[src/rtl/dut_vector_sequencer.sv]
// Vector sequencer: drives a combinational netlist from a valid/ready stream or a counter sweep, captures each response.
// Latency: response captured SETTLE cycles after dut_in updates; SETTLE+2 (stream) / SETTLE+1 (sweep) cycles per vector.
// Backpressure: result held stable until res_ready; vec_ready high only in FETCH. Define SEQ_MISR_EN for the sig signature output.
module dut_vector_sequencer #(
    parameter int               IN_W      = 20,
    parameter int               OUT_W     = 40,
    parameter int               SETTLE    = 1,
    parameter logic [OUT_W-1:0] MISR_POLY = 40'h40_0028_0001
) (
    input  logic             clk,
    input  logic             rst,
    input  logic             start,
    input  logic             mode,
    input  logic [IN_W-1:0]  sweep_last,
    input  logic             vec_valid,
    input  logic [IN_W-1:0]  vec_data,
    input  logic             vec_last,
    output logic             vec_ready,
    output logic [IN_W-1:0]  dut_in,
    input  logic [OUT_W-1:0] dut_out,
    output logic             res_valid,
    output logic [OUT_W-1:0] res_data,
    output logic [IN_W-1:0]  res_vec,
    input  logic             res_ready,
    output logic             busy,
    output logic             done
`ifdef SEQ_MISR_EN
    ,
    output logic [OUT_W-1:0] sig
`endif
);

    if (SETTLE < 1 || SETTLE > 15 || MISR_POLY == '0) begin : g_bad_param
        $error("SETTLE must be 1..15 and MISR_POLY nonzero");
    end

    localparam logic [3:0] CNT_INIT = 4'(SETTLE - 1);

    typedef enum logic [2:0] {S_IDLE, S_FETCH, S_SETTLE, S_HOLD, S_DONE} state_t;

    state_t          state, state_nxt;
    logic            mode_q;
    logic            last_q;
    logic [IN_W-1:0] sweep_last_q;
    logic [3:0]      cnt;
    logic            is_last;
    logic            accept_start, load_vec, capture, res_hs, inc_vec;

    // Sweep ends on the inclusive bound, so the counter can never wrap.
    assign is_last = mode_q ? (dut_in == sweep_last_q) : last_q;

    always_ff @(posedge clk) begin
        if (rst) state <= S_IDLE;
        else     state <= state_nxt;
    end

    always_comb begin
        state_nxt    = state;
        accept_start = 1'b0;
        load_vec     = 1'b0;
        capture      = 1'b0;
        res_hs       = 1'b0;
        inc_vec      = 1'b0;
        case (state)
            S_IDLE: begin
                if (start) begin
                    accept_start = 1'b1;
                    state_nxt    = mode ? S_SETTLE : S_FETCH;
                end
            end
            S_FETCH: begin
                if (vec_valid) begin
                    load_vec  = 1'b1;
                    state_nxt = S_SETTLE;
                end
            end
            S_SETTLE: begin
                if (cnt == 4'd0) begin
                    capture   = 1'b1;
                    state_nxt = S_HOLD;
                end
            end
            S_HOLD: begin
                if (res_ready) begin
                    res_hs = 1'b1;
                    if (is_last) begin
                        state_nxt = S_DONE;
                    end else if (!mode_q) begin
                        state_nxt = S_FETCH;
                    end else begin
                        inc_vec   = 1'b1;
                        state_nxt = S_SETTLE;
                    end
                end
            end
            S_DONE:  state_nxt = S_IDLE;
            default: state_nxt = S_IDLE;
        endcase
    end

    // Status outputs are flopped from the next state so they line up with the state register.
    always_ff @(posedge clk) begin
        if (rst) begin
            vec_ready    <= 1'b0;
            busy         <= 1'b0;
            done         <= 1'b0;
            mode_q       <= 1'b0;
            last_q       <= 1'b0;
            sweep_last_q <= '0;
            cnt          <= 4'd0;
            dut_in       <= '0;
            res_valid    <= 1'b0;
            res_data     <= '0;
            res_vec      <= '0;
        end else begin
            vec_ready <= (state_nxt == S_FETCH);
            busy      <= (state_nxt != S_IDLE);
            done      <= (state_nxt == S_DONE);
            if (accept_start) begin
                mode_q       <= mode;
                sweep_last_q <= sweep_last;
                if (mode) begin
                    dut_in <= '0;
                    cnt    <= CNT_INIT;
                end
            end
            if (load_vec) begin
                dut_in <= vec_data;
                last_q <= vec_last;
                cnt    <= CNT_INIT;
            end
            if (state == S_SETTLE && cnt != 4'd0) cnt <= cnt - 4'd1;
            if (capture) begin
                res_data  <= dut_out;
                res_vec   <= dut_in;
                res_valid <= 1'b1;
            end
            if (res_hs) res_valid <= 1'b0;
            if (inc_vec) begin
                dut_in <= dut_in + IN_W'(1);
                cnt    <= CNT_INIT;
            end
        end
    end

`ifdef SEQ_MISR_EN
    always_ff @(posedge clk) begin
        if (rst || accept_start) begin
            sig <= '0;
        end else if (capture) begin
            sig <= {sig[OUT_W-2:0], 1'b0} ^ (sig[OUT_W-1] ? MISR_POLY : '0) ^ dut_out;
        end
    end
`endif

endmodule

[config.mk]
export PLATFORM = sky130hd
export DESIGN_NAME = dut_vector_sequencer
export DESIGN_NICKNAME = d
export VERILOG_FILES = /design/src/rtl/dut_vector_sequencer.sv
export SDC_FILE = /design/constraint.sdc
export NUM_CORES = 1
export LEC_CHECK = 0
export BUFFER_PORTS_ARGS = -buffer_cell sky130_fd_sc_hd__buf_2
export CORE_UTILIZATION = 30
export CTS_CLUSTER_DIAMETER = 50
export CTS_CLUSTER_SIZE = 8
export DETAILED_ROUTE_END_ITERATION = 10
export HOLD_SLACK_MARGIN = 0.02
export SLEW_MARGIN = 20
export SYNTH_ARGS = -nofsm -noshare
export SYNTH_HDL_FRONTEND = slang
export SYNTH_SLANG_ARGS = --single-unit
[constraint.sdc]
create_clock -name clk -period 1.9 [get_ports clk]
set_input_delay 0.285 -clock clk [delete_from_list [all_inputs] [get_ports clk]]
set_output_delay 0.285 -clock clk [all_outputs]
set_load 0.05 [all_outputs]
==> key figures, run 1 <==
Outcome
  • Status: complete, no violations

Floorplanning
  • Total core area: 15830 µm²
  • Initial core utilization: 30.61%
  • Die width: between 100 and 150 µm
  • Row count: 46
  • Die Span Y: 129.1 µm
  • DIE AREA: approximately 17000 µm²
  • Top-Level Pins: about 170

Critical path
  • RR Startpoint: dut_in[3]
  • Worst EP required: 2.24 ns
  • R2r setup slk: just over 0.0004 ns
  • Reg-to-Reg End: dut_in[12]
  • Worst Path Arrival: 2.24 ns
  • Crit path max-delay cell type: nor4_2
  • Max stage delay on crit path: ~0.37 ns
  • Cell breakdown of the critical path: xor2_1 -> nor4_2 -> and3_4 -> a21boi_4 -> buf_12 -> a311o_1 -> nor2_2
  • CP Launch Type: flip-flop
  • Max FO, Critical Path: 7
  • Setup CP Type: flip-flop to flip-flop
  • R2R depth: 7
  • Crit end category: flip-flop

Synth
  • Post-synth EDFFs: 0
  • Synth Area per Inst: slightly below 8 µm²
  • Yosys synthesis warning count: 0
  • Ys flop type: dfxtp_1
  • Post-synthesis sequential area ratio: a little under half
  • Seq cells post-synth: 113
  • Mapped Area: ~4800 µm²
  • Syn Inst Count: roughly 610
  • Synth area leaders: dfxtp_1, nand2_1, a21oi_1
  • Leading area contributor after synthesis: dfxtp_1
  • Synth top area share: 46.69%
  • Post-synth net total: 698
  • FFs w/ async S/R, synth: 0%
  • Post-synthesis cell type count: 55

Route
  • Via count: slightly below 5000
  • Pre-Repair DR Iteration Count: 4
  • DR DRC count: 0
  • Via density: approximately 4.7
  • Wirelength per Cell: ~15 µm
  • Routed WL: 15040 µm
  • ANT nets after route: 0
  • 1st-iter DRT viols: 210

Place
  • RePlAce Congestion: roughly 0.81
  • DP HPWL: between 10000 and 15000 µm
  • Placed Area: 6207 µm²
  • Port buffer count: between 150 and 200

Power and ir drop
  • Leakage power total: 0.003073 µW
  • Pwr/cell area: approximately 1000 nW/µm²
  • Worst VDD drop: 0.5722 mV

STA
  • Rel. slew slack: a little over three fifths
  • Worst Clk Skew: slightly above 0.008 ns
  • Max Freq: 0.5264 GHz
  • Worst-margin pin slew: about 0.55 ns
  • Final worst path period share: about 100%
  • Final setup fails: 0
  • Slew Limit Fails: 0
  • Final hold violations: 0
  • Hold WS: ~0.1 ns
  • RSZ-0062 raised after global routing: true
  • Min cycle time layout: approximately 1.9 ns
  • Final setup TNS: 0 ns

Finish
  • Leading cell type in the layout, fill and taps excluded: nand2_1
  • Final instance area: roughly 6900 µm²
  • Highest-count cells in the layout ignoring fill and taps: nand2_1, buf_2, a21oi_1
  • Syn-to-layout area delta: 42.74%
  • Inserted Diodes: 0
  • Share of layout cells above drive strength 1: between 30 and 40%
  • Filler cells: approximately 1600
  • Nets@finish: around 900

Clocking
  • Clk_lat worst skew: 0.42 ns
  • Clk sink count: 113
  • CTS tree: done
  • CTS root buffer: clkbuf_16
  • CTS clk-pin slew, worst paths: around 0.05 ns
  • CTS HTree Levels: 4
  • Clock buffer depth: 2
  • Num CTS Buffers: 17

Global routing
  • Largest net degree at the start of global routing: 44
  • First-pass GRT wire length: roughly 23000 µm
  • GR Util All Layers: between 10% and 20%
  • GR Overflow Total: 0
  • Antenna violations before repair: 0
  • Vias in the first global route: ~4400

Hold path
  • Hold Path Origin: dut_out[39]
  • Hold endpoint: res_data[39]
  • Tightest Hold Check Type: input pin to flip-flop
  • WHS Path Cells: 3

Flow run
  • Max cap viols: 0
cell families after synthesis:
logic type      Yosys count  share of synthesized area, %
compound gates          148                         18.52
simple gates            266                         24.20
buf+inv                  54                         5.346
xor+xnor                 25                         4.520
mux                       1                        0.2066
flops                   113                         46.69
fa+ha+maj                 2                        0.5164
critical path: cells and delay by family, from the launching register on:
family	cells	cell delay, ns
DFF	1	0.34
and+or+nand+nor	3	0.76
AOI/OAI and AO/OA	2	0.41
buffers and inverters	1	0.15
xor gates and xnor gates	1	0.17
cell usage after synthesis, types with 2 or more instances:
cell and n:
ha_1 2, xor2_1 21, nor3_1 12, xnor2_1 4
nand2_1 182, nor4_2 3, or3_1 2, nor4_1 4
and3_1 3, o21ai_0 9, and3b_1 2, a31oi_1 6
o311ai_0 2, inv_1 9, clkbuf_1 30, a21oi_1 96
nor3b_1 2, a311o_1 2, nor2_1 20, nor2b_1 4
and2_1 6, nand4_1 2, and4_1 2, a211oi_1 3
nand3_1 14, a311oi_1 2, a221oi_1 4, o21a_1 4
a22oi_1 5, buf_6 6, a32oi_1 5, buf_1 2
buf_2 5, dfxtp_1 113
metrics by stage:
stage	instances	utilization [%]	setup WS, ns	power, µW
after detailed placement	999	39.22	-0.02749	4162
after CTS	1031	42.81	0.007927	7201
final	1035	43.69	0.0004083	7152
after global routing	1035	43.69	-0.07376	7479
after floorplan	609	-	-0.08990	3665
after global placement	999	39.22	0.001641	4156
what timing repair did:
item	in CTS	in global routing
setup buffers	0	4
pin swaps	0	10
setup endpoints to repair	1	63
gates cloned	0	0
hold endpoints to repair	0	0
gates resized for setup	1	21
hold buffers	0	0
how the worst max path moves through the flow:
stage | from | end | slack (ns) | cells past startpoint
after global routing | dut_in[16] | dut_in[11] | -0.07 | 7
after detailed placement | dut_in[1] | dut_in[14] | -0.03 | 6
after floorplan | dut_in[0] | dut_in[14] | -0.09 | 6
after CTS | dut_in[3] | busy | 0.008 | 7
after global placement | dut_in[1] | dut_in[14] | 0.002 | 6
final | dut_in[3] | dut_in[12] | 0.0004 | 7
flip-flops by register name (all words and copies together), names as in the netlist:
| name | flops |
|---|---|
| res_data | 40 |
| dut_in | 20 |
| sweep_last_q | 20 |
| last_q | 1 |
| res_valid | 1 |
| vec_ready | 1 |
| mode_q | 1 |
| done | 1 |
| cnt | 4 |
| busy | 1 |
| res_vec | 20 |
| state | 3 |
routing by layer:
layer  vias up  share of wire (%)  GRT usage, %
li1       2472                  -             -
met1      2262                 45         22.96
met2       140                 47         29.06
met3        24                5.7         4.996
met4         0                2.1         8.858
met5         -                  0             0
power breakdown:
part / total, µW / internal [µW] / switching [µW] / leakage (µW)
logic: 1500 / 493 / 1010 / 0.00186
clock network: 3020 / 1930 / 1090 / 0.000281
registers: 2630 / 2540 / 94.6 / 0.000930
final cells by class:
class                           count  area (µm²)  share of cell area (%)
Clock buffer                       22       485.5                   7.020
Clock inverter                     10       81.33                   1.176
Inverter                            9       33.78                  0.4885
Multi-Input combinational cell    442        2406                   34.79
Sequential cell                   113        2300                   33.26
Tap cell                          216       270.3                   3.908
Timing Repair Buffer              223        1339                   19.36
(Power assumes the default switching activity.)
==> run 2: changes to the inputs <==
REMOVE_ABC_BUFFERS = 1   (was not set)
==> run 2 against run 1 <==
Effect of this change: core utilization rose by 0.96 points; first-iteration DRC count rose by 29%; combinational power rose by 3%; die area did not move; worst setup slack improved by 0.015 ns; sequential share of layout area fell by 1.1 points; register-to-register slack improved by 0.02 ns; sequential power barely moved; sequential cell count did not move; wire length barely moved; worst hold slack got worse by 0.0019 ns; largest cell class unchanged.
==> key figures, run 2 (synthesis gave the netlist of run 1 again) <==
Place
  • DP HPWL: about 11000 µm
  • Placed Area: around 6000 µm²
  • Port buffer count: 170
  • RePlAce Congestion: approximately 0.89

Finish
  • Final instance area: roughly 7000 µm²
  • Highest-count cells in the layout ignoring fill and taps: nand2_1, buf_2, dfxtp_1
  • Filler cells: roughly 1600
  • Biggest register: res_data
  • Max reg flops: 40
  • Syn-to-layout area delta: 45.89%
  • Share of layout cells above drive strength 1: a little under two fifths
  • Nets@finish: between 900 and 1000
  • Leading cell type in the layout, fill and taps excluded: nand2_1
  • Inserted Diodes: 0

Floorplanning
  • Die width: ~130 µm
  • Initial core utilization: roughly 30%
  • Row count: 46
  • Die Span Y: between 100 and 150 µm
  • Top-Level Pins: ~170
  • Total core area: about 16000 µm²
  • DIE AREA: about 17000 µm²

Global routing
  • Vias in the first global route: ~4500
  • GR Overflow Total: 0
  • First-pass GRT wire length: ~23000 µm
  • Largest net degree at the start of global routing: 59
  • GR Util All Layers: between 10% and 20%
  • Antenna violations before repair: 0

STA
  • RSZ-0062 raised after global routing: true
  • Slew Limit Fails: 0
  • Final setup fails: 0
  • Rel. slew slack: between 60% and 70%
  • Final hold violations: 0
  • Worst-margin pin slew: ~0.49 ns
  • Final worst path period share: roughly 99%
  • Min cycle time layout: between 1.5 and 2 ns
  • Hold WS: 0.09977 ns
  • Worst Clk Skew: 0.01013 ns
  • Max Freq: around 0.53 GHz

Outcome
  • Status: complete, no violations

Critical path
  • RR Startpoint: dut_in[19]
  • Cell breakdown of the critical path: xor2_1 -> nor4_2 -> and3_4 -> buf_6 -> a21boi_2 -> o21ai_0 -> a221oi_2
  • Crit path max-delay cell type: dfxtp_1
  • Setup CP Type: flip-flop to flip-flop
  • Worst EP required: between 2 and 2.5 ns
  • Reg-to-Reg End: dut_in[18]
  • R2r setup slk: roughly 0.016 ns
  • CP bufs+invs: 1
  • Worst Path Arrival: 2.20 ns
  • Max stage delay on crit path: about 0.40 ns
  • R2R depth: 7
  • CP Launch Type: flip-flop
  • Max FO, Critical Path: 5
  • Crit end category: flip-flop
  • Crit-path leading delay family: compound AO/OA/AOI/OAI gates

Route
  • 1st-iter DRT viols: 271
  • Via density: 4.690
  • ANT nets after route: 0
  • Pre-Repair DR Iteration Count: 4
  • DR DRC count: 0
  • Wirelength per Cell: 14.37 µm
  • Via count: around 5000
  • Routed WL: about 15000 µm

Clocking
  • Clk sink count: about 110
  • Clock buffer depth: 2
  • CTS HTree Levels: 4
  • CTS clk-pin slew, worst paths: roughly 0.06 ns
  • CTS tree: done
  • Num CTS Buffers: 17
  • Clk_lat worst skew: 0.42 ns
  • CTS root buffer: clkbuf_16

Power and ir drop
  • Pwr/cell area: approximately 1000 nW/µm²
  • Leakage power total: just over 0.003 µW
  • Worst VDD drop: 0.6108 mV

Hold path
  • Hold endpoint: sweep_last_q[5]
  • Tightest Hold Check Type: input pin to flip-flop
  • Hold Path Origin: sweep_last[5]
  • WHS Path Cells: 3

Flow run
  • Max cap viols: 0
run 2: changes by cell type in the layout (fill, tap and decap cells not counted), sizes merged:
cell      before  now
buf          223  234
clkinvlp       2    7
clkbuf        22   20
clkinv         6    4
a21boi         1    2
inv           10    9
run 2: how the worst max path moves through the flow:
stage / from / end / depth (start not counted)
after global routing: dut_in[5] / dut_in[18] / 8
after global placement: sweep_last_q[14] / dut_in[18] / 6
after detailed placement: dut_in[14] / dut_in[18] / 6
after CTS: dut_in[6] / dut_in[0] / 7
after floorplan: cnt[0] / busy / 7
final: dut_in[19] / dut_in[18] / 7
run 2: worst register-to-register path, stage by stage, from the launching register on:
cell and delay [ns]:
dfxtp_1 0.40, xor2_1 0.19, nor4_2 0.08, and3_4 0.19
buf_6 0.12, a21boi_2 0.29, o21ai_0 0.17, a221oi_2 0.35
run 2: metrics by stage:
step	power, µW	setup slack [ns]	TNS (ns)	std cells	util [%]
5_1_grt	7548	-0.07410	-0.5073	1047	44.66
4_1_cts	7266	0.001858	0	1045	43.53
2_1_floorplan	3581	-0.6418	-30.37	564	-
3_5_place_dp	4154	-0.1814	-0.3882	1003	39.06
6_report	7225	0.01588	0	1047	44.66
3_3_place_gp	4149	-0.1570	-0.2601	1003	39.06
run 2: power by group:
group	internal (µW)	switching, µW	total (µW)	leakage [µW]
clock	1890	1150	3040	0.000262
combinational	519	1030	1550	0.00191
sequential	2540	96.0	2630	0.000922
total	4950	2280	7230	0.00310
run 2: what timing repair did:
action / CTS / global route
buffers inserted: 9 / 3
hold buffers: 0 / 0
pin swaps: 7 / 20
resized for setup: 11 / 41
gates cloned: 1 / 0
endpoints found under the setup margin: 14 / 20
run 2: area by class of cell:
type / count / area (µm²) / share of cell area [%]
repair buffers: 234 / 1409 / 19.93
multi-input cells: 443 / 2507 / 35.48
inverters: 9 / 33.78 / 0.4780
well taps: 216 / 270.3 / 3.824
clock inverters: 12 / 110.1 / 1.558
flip-flops and latches: 113 / 2271 / 32.13
clock buffers: 20 / 466.7 / 6.603
run 2: routing by layer:
metal / wire length [µm] / GRT usage [%] / vias to the layer above
met4: 285 / 7.612 / 0
met5: 0 / 0 / -
li1: - / - / 2488
met1: 6914 / 23.41 / 2229
met2: 6924 / 28.20 / 173
met3: 922 / 5.533 / 20
==> run 3: changes to the inputs <==
CORE_UTILIZATION = 35   (was 30)
GPL_TIMING_DRIVEN = 0   (was not set)
==> run 3 against run 2 <==
Effect of this change: global-route usage increased by 1.3 points; critical path depth unchanged; sequential cell count unchanged; non-clock buffer count decreased by 43; first-iteration DRC count increased by 15%; combinational power decreased by 7%; largest cell class unchanged; core utilization increased by 5.9 points; sequential share of layout area increased by 2.3 points.
==> key figures, run 3 (synthesis gave the netlist of run 1 again) <==
Flow run
  • Max cap viols: 0

Place
  • Placement Setup Slack: -0.5057 ns
  • Port buffer count: between 150 and 200
  • DP Cell Count: 915
  • RePlAce Congestion: between 0.7 and 0.8
  • DP HPWL: approximately 9900 µm

Critical path
  • Reg-to-Reg End: dut_in[15]
  • RR Startpoint: dut_in[7]
  • CP Launch Type: flip-flop
  • Crit end category: flip-flop
  • Worst Path Arrival: between 2 and 2.5 ns
  • Worst EP required: 2.18 ns
  • R2R depth: 7
  • Setup CP Type: flip-flop to flip-flop
  • R2r setup slk: approximately 0.012 ns
  • Max FO, Critical Path: 8

Clocking
  • CTS HTree Levels: 4
  • Num CTS Buffers: 17
  • CTS root buffer: clkbuf_16
  • CTS clk-pin slew, worst paths: approximately 0.06 ns
  • Clk sink count: about 110
  • CTS tree: done
  • Clk_lat worst skew: a little over 0.4 ns
  • Clock buffer depth: 2

Finish
  • Syn-to-layout area delta: 39.15%
  • Max reg flops: 40
  • Layout Cells excl Fill: a little under 1000
  • Biggest register: res_data
  • Highest-count cells in the layout ignoring fill and taps: nand2_1, buf_2, a21oi_1
  • Nets@finish: between 800 and 900
  • Share of layout cells above drive strength 1: 35.11%
  • Leading cell type in the layout, fill and taps excluded: nand2_1
  • Inserted Diodes: 0

Floorplanning
  • Initial core utilization: 36.30%
  • Die width: roughly 120 µm
  • Top-Level Pins: 171
  • Row count: 42
  • DIE AREA: between 10000 and 15000 µm²
  • Die Span Y: roughly 120 µm
  • Total core area: 13350 µm²

Power and ir drop
  • Tot Pwr: roughly 7200 µW
  • Worst VDD drop: between 0.5 and 0.6 mV
  • Leakage power total: just under 0.003 µW
  • Pwr/cell area: around 1100 nW/µm²

Hold path
  • Tightest Hold Check Type: input pin to flip-flop
  • Hold endpoint: sweep_last_q[19]
  • WHS Path Cells: 3
  • Hold Path Origin: sweep_last[19]

Route
  • Pre-Repair DR Iteration Count: 6
  • Via density: ~5
  • ANT nets after route: 0
  • Via count: between 4000 and 5000
  • Routed WL: 14220 µm
  • 1st-iter DRT viols: about 310
  • DR DRC count: 0
  • Wirelength per Cell: 14.73 µm

STA
  • Final worst slack: roughly 0.012 ns
  • Final worst path period share: 99.35%
  • Final setup TNS: 0 ns
  • Worst Clk Skew: between 0.009 and 0.01 ns
  • RSZ-0062 raised after global routing: true
  • Rel. slew slack: 54.01%
  • Min cycle time layout: around 1.9 ns
  • Final hold violations: 0
  • Slew Limit Fails: 0
  • Max Freq: 0.5297 GHz
  • Final setup fails: 0
  • Worst-margin pin slew: slightly below 0.7 ns

Global routing
  • GR Overflow Total: 0
  • Vias in the first global route: 4432
  • First-pass GRT wire length: approximately 22000 µm
  • Largest net degree at the start of global routing: 66
  • Antenna violations before repair: 0
  • GR Util All Layers: about 19%

Outcome
  • Status: complete, no violations
[run 3: what timing repair did]
action	CTS	global route
pin swaps	8	7
gates resized for setup	32	26
gates cloned	2	0
endpoints found under the setup margin	72	32
setup buffers	9	7
hold buffers	0	0
[run 3: worst max-delay path, stage by stage, from the launching register on]
cell,delay [ns]
dfxtp_4,0.37
xor2_1,0.17
nor4_2,0.36
and2_4,0.28
a21boi_4,0.11
buf_12,0.14
a311oi_1,0.25
nor4_2,0.08
[run 3: area by class of cell]
class,instances,area (µm²)
Sequential cell,113,2318
Fill cell,1311,6606
Inverter,9,33.78
Timing Repair Buffer,191,1112
Multi-Input combinational cell,444,2470
Clock inverter,15,161.4
Clock buffer,17,425.4
Tap cell,176,220.2
[run 3: per-layer routing]
metal | track usage [%] | part of all wire (%) | up-vias
met1 | 25.48 | 46 | 2219
li1 | - | - | 2412
met5 | 0 | 0 | -
met2 | 31.21 | 46 | 177
met3 | 4.468 | 6.9 | 17
met4 | 7.109 | 1.2 | 0
[run 3: power breakdown]
| group | internal, µW | switching, µW | leakage, µW | total (µW) |
|---|---|---|---|---|
| Clock | 1940 | 1170 | 0.000276 | 3110 |
| Combinational | 464 | 975 | 0.00171 | 1440 |
| Sequential | 2530 | 143 | 0.000932 | 2670 |
[run 3: worst max path at each step]
stage | from | slack, ns | endpoint
6_report | dut_in[7] | 0.01 | dut_in[15]
5_1_grt | dut_in[18] | -0.10 | dut_in[12]
4_1_cts | dut_in[15] | 0.001 | dut_in[14]
3_5_place_dp | dut_in[12] | -0.51 | dut_in[8]
3_3_place_gp | state[0] | -1.56 | dut_in[14]
2_1_floorplan | cnt[0] | -0.64 | busy
[run 3: stage by stage]
step / area (µm²) / util, % / hold WS (ns)
5_1_grt: 6741 / 50.51 / 0.1136
6_report: 6741 / 50.51 / 0.1125
2_1_floorplan: 4619 / - / 0.3496
3_5_place_dp: 5814 / 43.56 / 0.4452
4_1_cts: 6596 / 49.42 / 0.09994
3_3_place_gp: 5690 / 42.63 / 0.4383
